==> src/rtl/ai_accel_op_scheduler.sv <==
// In-order command sequencer for the accelerator compute engines: buffers opcode/argument
// commands in a small FIFO, starts one engine at a time and waits for its done under a watchdog.
module ai_accel_op_scheduler #(
    parameter int NUM_ENG    = 7,
    parameter int FIFO_DEPTH = 4,
    parameter int ARG_W      = 32,
    parameter int TIMEOUT    = 1024
) (
    input  logic                          clk,
    input  logic                          reset_n,
    input  logic                          enable,
    input  logic                          cmd_valid,
    output logic                          cmd_ready,
    input  logic [2:0]                    cmd_op,
    input  logic [ARG_W-1:0]              cmd_arg,
    input  logic                          abort,
    input  logic                          err_clear,
    output logic [NUM_ENG-1:0]            eng_start,
    output logic [ARG_W-1:0]              eng_arg,
    input  logic [NUM_ENG-1:0]            eng_done,
    output logic                          op_done,
    output logic [2:0]                    op_done_id,
    output logic                          busy,
    output logic [$clog2(FIFO_DEPTH):0]   fifo_level,
    output logic                          err_badop,
    output logic                          err_timeout
);

    localparam int PTR_W = $clog2(FIFO_DEPTH);
    localparam int LVL_W = PTR_W + 1;
    localparam int WD_W  = $clog2(TIMEOUT + 2);
    localparam logic [WD_W-1:0]  WD_LAST   = WD_W'((TIMEOUT > 0) ? TIMEOUT - 1 : 0);
    localparam logic [LVL_W-1:0] LVL_FULL  = LVL_W'(FIFO_DEPTH);
    localparam logic [3:0]       NUM_ENG_L = 4'(NUM_ENG);

    typedef enum logic [1:0] {
        S_IDLE,
        S_ISSUE,
        S_WAIT,
        S_DONE
    } state_t;

    state_t state, next_state;

    logic [2:0]       fifo_op  [FIFO_DEPTH];
    logic [ARG_W-1:0] fifo_arg [FIFO_DEPTH];
    logic [PTR_W-1:0] wr_ptr, rd_ptr;
    logic [LVL_W-1:0] level;

    logic [2:0]         op_q;
    logic [ARG_W-1:0]   arg_q;
    logic [WD_W-1:0]    wd_cnt;
    logic [NUM_ENG-1:0] eng_start_q;
    logic               op_done_q;
    logic [2:0]         op_done_id_q;

    logic               empty, full, push, pop;
    logic               head_bad, done_hit, badop_fire, timeout_fire, finish_ok;
    logic [2:0]         head_op;
    logic [ARG_W-1:0]   head_arg;
    logic [NUM_ENG-1:0] op_onehot;

    assign empty     = (level == '0);
    assign full      = (level == LVL_FULL);
    assign cmd_ready = !full;
    assign push      = cmd_valid && !full && !abort;
    assign head_op   = fifo_op[rd_ptr];
    assign head_arg  = fifo_arg[rd_ptr];
    assign head_bad  = ({1'b0, head_op} >= NUM_ENG_L);
    assign op_onehot = {{(NUM_ENG-1){1'b0}}, 1'b1} << op_q;
    assign done_hit  = |(eng_done & op_onehot);
    assign finish_ok = (state == S_WAIT) && !abort && done_hit;

    // Storage array carries no reset; occupancy is tracked by the pointers and level below.
    always_ff @(posedge clk) begin
        if (push) begin
            fifo_op[wr_ptr]  <= cmd_op;
            fifo_arg[wr_ptr] <= cmd_arg;
        end
    end

    always_ff @(posedge clk or negedge reset_n) begin
        if (!reset_n) begin
            wr_ptr <= '0;
            rd_ptr <= '0;
            level  <= '0;
        end else if (abort) begin
            wr_ptr <= '0;
            rd_ptr <= '0;
            level  <= '0;
        end else begin
            if (push) wr_ptr <= wr_ptr + PTR_W'(1);
            if (pop)  rd_ptr <= rd_ptr + PTR_W'(1);
            case ({push, pop})
                2'b10:   level <= level + LVL_W'(1);
                2'b01:   level <= level - LVL_W'(1);
                default: level <= level;
            endcase
        end
    end

    always_ff @(posedge clk or negedge reset_n) begin
        if (!reset_n) state <= S_IDLE;
        else          state <= next_state;
    end

    always_comb begin
        next_state   = state;
        pop          = 1'b0;
        badop_fire   = 1'b0;
        timeout_fire = 1'b0;
        case (state)
            S_IDLE: begin
                if (enable && !empty && !abort) begin
                    pop = 1'b1;
                    if (head_bad) badop_fire = 1'b1;
                    else          next_state = S_ISSUE;
                end
            end
            S_ISSUE: next_state = abort ? S_IDLE : S_WAIT;
            S_WAIT: begin
                if (abort) begin
                    next_state = S_IDLE;
                end else if (done_hit) begin
                    next_state = S_DONE;
                end else if (TIMEOUT != 0 && wd_cnt == WD_LAST) begin
                    timeout_fire = 1'b1;
                    next_state   = S_IDLE;
                end
            end
            S_DONE:  next_state = S_IDLE;
            default: next_state = S_IDLE;
        endcase
    end

    // Start and completion pulses are registered, so the engine sees start one cycle after ISSUE.
    always_ff @(posedge clk or negedge reset_n) begin
        if (!reset_n) begin
            op_q         <= '0;
            arg_q        <= '0;
            wd_cnt       <= '0;
            eng_start_q  <= '0;
            op_done_q    <= 1'b0;
            op_done_id_q <= '0;
            err_badop    <= 1'b0;
            err_timeout  <= 1'b0;
        end else begin
            if (pop && !head_bad) begin
                op_q  <= head_op;
                arg_q <= head_arg;
            end
            wd_cnt      <= (state == S_WAIT) ? wd_cnt + WD_W'(1) : '0;
            eng_start_q <= (state == S_ISSUE && !abort) ? op_onehot : '0;
            op_done_q   <= finish_ok;
            if (finish_ok) op_done_id_q <= op_q;
            err_badop   <= badop_fire   || (err_badop   && !err_clear);
            err_timeout <= timeout_fire || (err_timeout && !err_clear);
        end
    end

    assign eng_start  = eng_start_q;
    assign eng_arg    = arg_q;
    assign op_done    = op_done_q;
    assign op_done_id = op_done_id_q;
    assign busy       = (state != S_IDLE) || !empty;
    assign fifo_level = level;

endmodule
==> config.mk <==
export PLATFORM = sky130hd
export DESIGN_NAME = ai_accel_op_scheduler
export DESIGN_NICKNAME = d
export VERILOG_FILES = /design/src/rtl/ai_accel_op_scheduler.sv
export SDC_FILE = /design/constraint.sdc
export NUM_CORES = 1
export LEC_CHECK = 0
export ABC_AREA = 1
export CAP_MARGIN = 15
export CORE_AREA = 3 3 91 180
export DETAILED_ROUTE_END_ITERATION = 10
export DIE_AREA = 0 0 94 183
export MAX_ROUTING_LAYER = met4
export PLACE_DENSITY = 0.81
export SYNTH_ARGS = -nofsm -noshare
export SYNTH_HDL_FRONTEND = slang
export SYNTH_SLANG_ARGS = --single-unit
==> constraint.sdc <==
create_clock -name clk -period 3.7 [get_ports clk]
set_input_delay 0.37 -clock clk [delete_from_list [all_inputs] [get_ports clk]]
set_output_delay 0.37 -clock clk [all_outputs]
set_load 0.02 [all_outputs]
==> impl_metrics.py, run 1 <==
metrics = {
    "sta": {
        "period_minus_slack_ns": 2.69,
        "post-route-period-util_pct": 72.8,
        "tightest_slew_ns": 0.900,
        "slew_headroom_pct": 40.0,
        "grt_setup_unrepaired": "no",
        "hold_ws_ns": -0.00499,
        "setup_viol": 0,
        "hold_viol": 8,
        "timing.fmax_mhz": 371,
        "finalClockSkew_ns": 0.0182,
        "finalSetupTns_ns": 0,
        "fin_ws_ns": 1.01,
        "slew_viol_final": 0,
    },
    "min_path": {
        "hold_path_class": "primary input to asynchronous set/reset pin",
    },
    "synthesis": {
        "ys_seq_elements": 208,
        "yosys_warnings": 0,
        "synth-edff-count": 140,
        "syn_area_sq_um": 8250,
        "syn_inst": 703,
        "synth_nets": 757,
        "ys_types": 30,
        "async_reset_ff_share_pct": 32.7,
        "synth-seq-area-share_pct": 71.6,
        "syn_avg_cell_area_sq_um": 11.7,
        "ys.flop_type": "edfxtp_1",
    },
    "clocking": {
        "tritoncts": "done",
        "path_clk_slew_ns": 0.07,
        "ctsResizeCount": 0,
        "root_buffer": "clkbuf_16",
        "clock_path_buffers": 3,
        "htree_levels": 1,
        "insertion_delay_ns": 0.50,
        "clock-sinks": 208,
        "post_cts_buffers": 0,
        "cts_buffers": 18,
        "hold_buffers": 0,
    },
    "grt": {
        "grt_pass1_wl_mm": 29.5,
        "first_global_vias": 6011,
        "overflow": 0,
        "grtUsageTotal_pct": 22.9,
        "antenna_found_initial": 0,
        "grt_max_degree": 72,
    },
    "worst_setup_path": {
        "critPathCaptureType": "flip-flop",
        "path_max_fanout": 37,
        "r2r-end": "eng_arg[22]",
        "rr_startpoint": "rd_ptr[1]",
        "crit_type": "flip-flop to flip-flop",
        "r2r_slack_ns": 1.01,
        "cp-start-kind": "flip-flop",
        "reg2regPathDepth": 8,
        "crit_required_ns": 4.12,
        "cp.arrival_ns": 3.11,
    },
    "die": {
        "num_rows": 64,
        "dieArea_sq_um": 17200,
        "io_pins": 98,
        "die_x_um": 94,
        "dieHeight_um": 183,
        "coreArea_sq_um": 15200,
        "start_util_pct": 54.2,
    },
    "pwr": {
        "vdd_drop_max_mv": 0.545,
        "power_mw": 6.86,
        "p_per_area_nw_per_um2": 688,
        "leakagePower_nw": 3.93,
    },
    "placed_design": {
        "place_inst": 973,
        "placedInstanceArea_sq_um": 9380,
        "portBuffers": 97,
        "place_congestion": 0.817,
        "hpwl_mm": 11.6,
        "post-place-ws_ns": 1.04,
    },
    "outcome": {
        "status": "complete, but fails checks",
        "violations": "negative hold slack",
    },
    "drt": {
        "viasPerCell": 5.64,
        "drt_first_pass_iters": 5,
        "ant_nets": 0,
        "vias": 5665,
        "drt_iter0_markers": 491,
        "wl_per_cell_um": 18.7,
        "finalWirelength_mm": 18.8,
        "drcViolationCount": 0,
    },
    "flow_run": {
        "cap_viol_max_count": 0,
    },
    "cells_and_area": {
        "stdcell_count": 1005,
        "fin_area_sq_um": 9980,
        "diodes": 0,
        "num-fill-cells": 1111,
        "final_common_cell": "edfxtp_1",
        "layout.nets": 849,
        "final_cell_mix": "edfxtp_1 (140), nand2_1 (120), clkdlybuf4s50_1 (96), nor2_1 (86), o21ai_0 (74)",
        "area.growth.synth_to_final_pct": 20.9,
        "drive_gt1_share_pct": 6.69,
        "post-route-util_pct": 65.6,
    },
}
-- metal layers --
metal  part of all wire [%]  vias up  GRT usage, %
met1                     34     2756          23.4
li1                       -     2628             -
met4                    4.1        0          11.6
met5                      0        -             -
met3                    5.3       55          2.55
met2                     56      226          42.2
-- report_power, final --
group,switching (mW),total [mW],internal (mW)
Clock,0.837,1.92,1.09
Combinational,1.20,1.90,0.706
Sequential,0.220,3.03,2.81
Total,2.26,6.86,4.61
-- cell type report --
class	count	area, sq um	area share (%)
inverters	47	179	1.79
repair buffers	105	1030	10.3
multi-input cells	415	2010	20.2
well taps	198	248	2.48
clock buffers	20	479	4.80
clock inverters	12	123	1.23
flip-flops and latches	208	5910	59.2
-- synthesized netlist by cell type, drive strengths merged, types with 2 or more instances --
cell type | number | area, sq um
edfxtp | 140 | 4200
nand2 | 123 | 474
nor2 | 93 | 367
o21ai | 74 | 370
dfrtp | 68 | 1700
nand3 | 52 | 278
inv | 47 | 179
o22ai | 34 | 213
buf | 21 | 136
a21oi | 13 | 68.8
clkbuf | 12 | 45.0
nand4 | 8 | 50.1
nor4 | 6 | 37.5
ha | 5 | 62.6
xnor2 | 2 | 17.5
-- critical path, cell delays in order (launching register included) --
cell and delay [ns]:
dfrtp_1 0.37, buf_4 0.25, inv_2 0.51, nand3_1 0.15, nand2_1 0.14, nand3_4 0.40
nand2_4 0.53, nand2_1 0.11, nand2_1 0.10
-- flip-flops by register name, summed over array words and instances (netlist names) --
signal       count
rd_ptr           2
fifo_level       3
err_timeout      1
fifo_arg       128
fifo_op         12
op_done          1
eng_start        7
eng_arg         32
wr_ptr           2
err_badop        1
state            2
wd_cnt          11
op_done_id       3
op_q             3
-- how the worst max path moves through the flow --
stage,startpoint,end,slack [ns],cells past startpoint
2_1_floorplan,fifo_level[0],fifo_arg[0][0],0.53,6
4_1_cts,rd_ptr[1],eng_arg[22],1.01,8
6_report,rd_ptr[1],eng_arg[22],1.01,8
3_5_place_dp,rd_ptr[1],eng_arg[26],1.04,8
3_3_place_gp,rd_ptr[1],op_q[2],1.07,8
5_1_grt,rd_ptr[1],eng_arg[26],0.79,8
-- cells by family after synthesis --
| kind of cell | count (synthesis) | share of synthesized area (%) |
|---|---|---|
| AO/OA/AOI/OAI | 122 | 7.99 |
| XOR/XNOR | 2 | 0.212 |
| adder cells (fa/ha/maj) | 6 | 1.00 |
| buffers and inverters | 80 | 4.37 |
| flip-flops | 208 | 71.6 |
| AND/OR/NAND/NOR | 285 | 14.8 |
Power figures use the tool's default switching activity.
==> inputs of run 2 (changes only) <==
Clock period 3.7 ns to 2.6 ns, I/O delays scaled along.
==> impl_metrics.py, run 2 (same netlist as run 1, synthesis figures left out) <==
metrics = {
    "worst_setup_path": {
        "cp_slowest_cell": "dfrtp_2",
        "r2r_slack_ns": 0.32,
        "critPathCaptureType": "flip-flop",
        "cp.arrival_ns": 2.70,
        "cp-start-kind": "flip-flop",
        "path_cells": "inv_4 > nand2_1 > nand3_1 > nand2_1 > nand3_4 > nand2_4 > nand2_1 > nand2_1",
        "max_stage_delay_ns": 0.64,
        "crit_top_cell": "nand2_1",
        "crit_type": "flip-flop to flip-flop",
        "crit_required_ns": 3.02,
        "path_max_fanout": 36,
    },
    "sta": {
        "slew_headroom_pct": 40.6,
        "timing.fmax_mhz": 438,
        "tightest_slew_ns": 0.891,
        "finalSetupTns_ns": 0,
        "setup_viol": 0,
        "period_minus_slack_ns": 2.28,
        "slew_viol_final": 0,
        "grt_setup_unrepaired": "no",
        "hold_viol": 0,
        "post-route-period-util_pct": 87.7,
        "finalClockSkew_ns": 0.0125,
        "hold_ws_ns": 0.411,
    },
    "die": {
        "num_rows": 64,
        "io_pins": 98,
        "die_x_um": 94,
        "coreArea_sq_um": 15200,
        "dieArea_sq_um": 17200,
        "dieHeight_um": 183,
        "start_util_pct": 54.2,
    },
    "cells_and_area": {
        "ff_latch_area_sq_um": 5910,
        "stdcell_count": 1011,
        "final_common_cell": "edfxtp_1",
        "regMostFlops": "fifo_arg",
        "final_cell_mix": "edfxtp_1 (140), nand2_1 (120), clkdlybuf4s50_1 (96), nor2_1 (86), o21ai_0 (74)",
        "largest_register_ffs": 128,
        "num-fill-cells": 1080,
        "area.growth.synth_to_final_pct": 21.9,
        "layout.nets": 853,
        "drive_gt1_share_pct": 6.66,
        "multiInputGateArea_sq_um": 2010,
    },
    "drt": {
        "drt-met1-wl_mm": 6.66,
        "vias": 5707,
        "finalWirelength_mm": 18.9,
        "drt_first_pass_iters": 7,
        "highest_layer": "met4",
        "drt_iter0_markers": 464,
        "ant_nets": 0,
        "drcViolationCount": 0,
        "wl_met2_mm": 10.7,
        "viasPerCell": 5.64,
        "wl_per_cell_um": 18.7,
        "wl_met3_um": 913,
    },
    "clocking": {
        "tritoncts": "done",
        "clock-sinks": 208,
        "post_cts_buffers": 0,
        "path_clk_slew_ns": 0.07,
        "htree_levels": 1,
        "insertion_delay_ns": 0.48,
        "clock_path_buffers": 3,
        "root_buffer": "clkbuf_16",
        "cts_buffers": 18,
    },
    "pwr": {
        "p_clk_share_pct": 27.1,
        "combPwrFrac_pct": 28.3,
        "p_int_mw": 6.57,
        "p_per_area_nw_per_um2": 968,
        "vdd_drop_max_mv": 0.789,
        "seq_power_share_pct": 44.6,
        "p_sw_mw": 3.16,
        "swShare_pct": 32.5,
        "leakagePower_nw": 3.96,
    },
    "placed_design": {
        "hpwl_mm": 12.0,
        "place_congestion": 0.883,
        "portBuffers": 97,
        "place_inst": 976,
    },
    "grt": {
        "grtUsageTotal_pct": 23.3,
        "antenna_found_initial": 2,
        "first_global_vias": 6035,
        "overflow": 0,
        "grt_max_degree": 69,
        "grt_pass1_wl_mm": 30.3,
    },
    "flow_run": {
        "cap_viol_max_count": 0,
    },
    "outcome": {
        "status": "completed",
    },
    "min_path": {
        "hold_path_class": "primary input to flip-flop",
    },
}
run 2: cell types whose count changed in the layout (fill, tap and decap cells not counted), sizes merged:
cell         change
clkinvlp         -2
clkinv           +4
dlygate4sd3      +1
inv              -3
clkbuf           +1
diode            +2
buf              +3
run 2: timing repair:
action,CTS,global route
hold buffers,1,0
setup endpoints to repair,0,0
hold endpoints to repair,68,0
gates resized for setup,0,0
run 2: worst max-delay path: cells and delay by family, from the launching register on:
kind | cells | cell delay, ns
simple gates | 7 | 1.37
buf+inv | 1 | 0.18
flops | 1 | 0.64
run 2: final cells by class:
class,instances,area share [%]
diodes,2,0.0498
clock buffers,21,4.80
clock inverters,11,0.983
inverters,47,1.78
multi-input cells,415,20.0
flip-flops and latches,208,58.7
well taps,198,2.46
repair buffers,109,11.2
run 2: power groups by stage:
stage | Combinational [mW] | Sequential (mW) | Clock, mW
2_1_floorplan | 1.40 | 4.61 | 0
3_3_place_gp | 2.63 | 4.37 | 0
3_5_place_dp | 2.75 | 4.39 | 0
4_1_cts | 2.77 | 4.33 | 2.68
5_1_grt | 3.03 | 4.39 | 2.83
6_report | 2.75 | 4.34 | 2.64
run 2: path summary, 6_finish.rpt:
| check | depth (start not counted) | start | to |
|---|---|---|---|
| hold reg to reg | 1 | wd_cnt[0] | wd_cnt[0] |
| min in group asynchronous | 2 | reset_n | wr_ptr[1] |
| setup reg to reg | 8 | rd_ptr[0] | eng_arg[20] |
| setup / recovery | 8 | rd_ptr[0] | eng_arg[20] |
| max in group asynchronous | 2 | reset_n | rd_ptr[0] |
| hold / removal | 1 | cmd_arg[25] | fifo_arg[2][25] |
run 2: metal layers:
| metal | GRT usage [%] | up-vias |
|---|---|---|
| met5 | - | - |
| met1 | 25.2 | 2812 |
| met3 | 2.26 | 42 |
| met4 | 9.55 | 0 |
| met2 | 42.8 | 217 |
| li1 | - | 2636 |
run 2: through the flow:
step           util [%]  instance area, sq um  worst slack [ns]  total power [mW]
6_report           66.1                 10100             0.319              9.73
5_1_grt            66.1                 10100            0.0721              10.2
4_1_cts            66.1                 10100             0.356              9.78
3_5_place_dp       62.2                  9460             0.286              7.14
3_3_place_gp       62.2                  9460             0.337              7.00
2_1_floorplan         -                  8250            -0.569              6.00
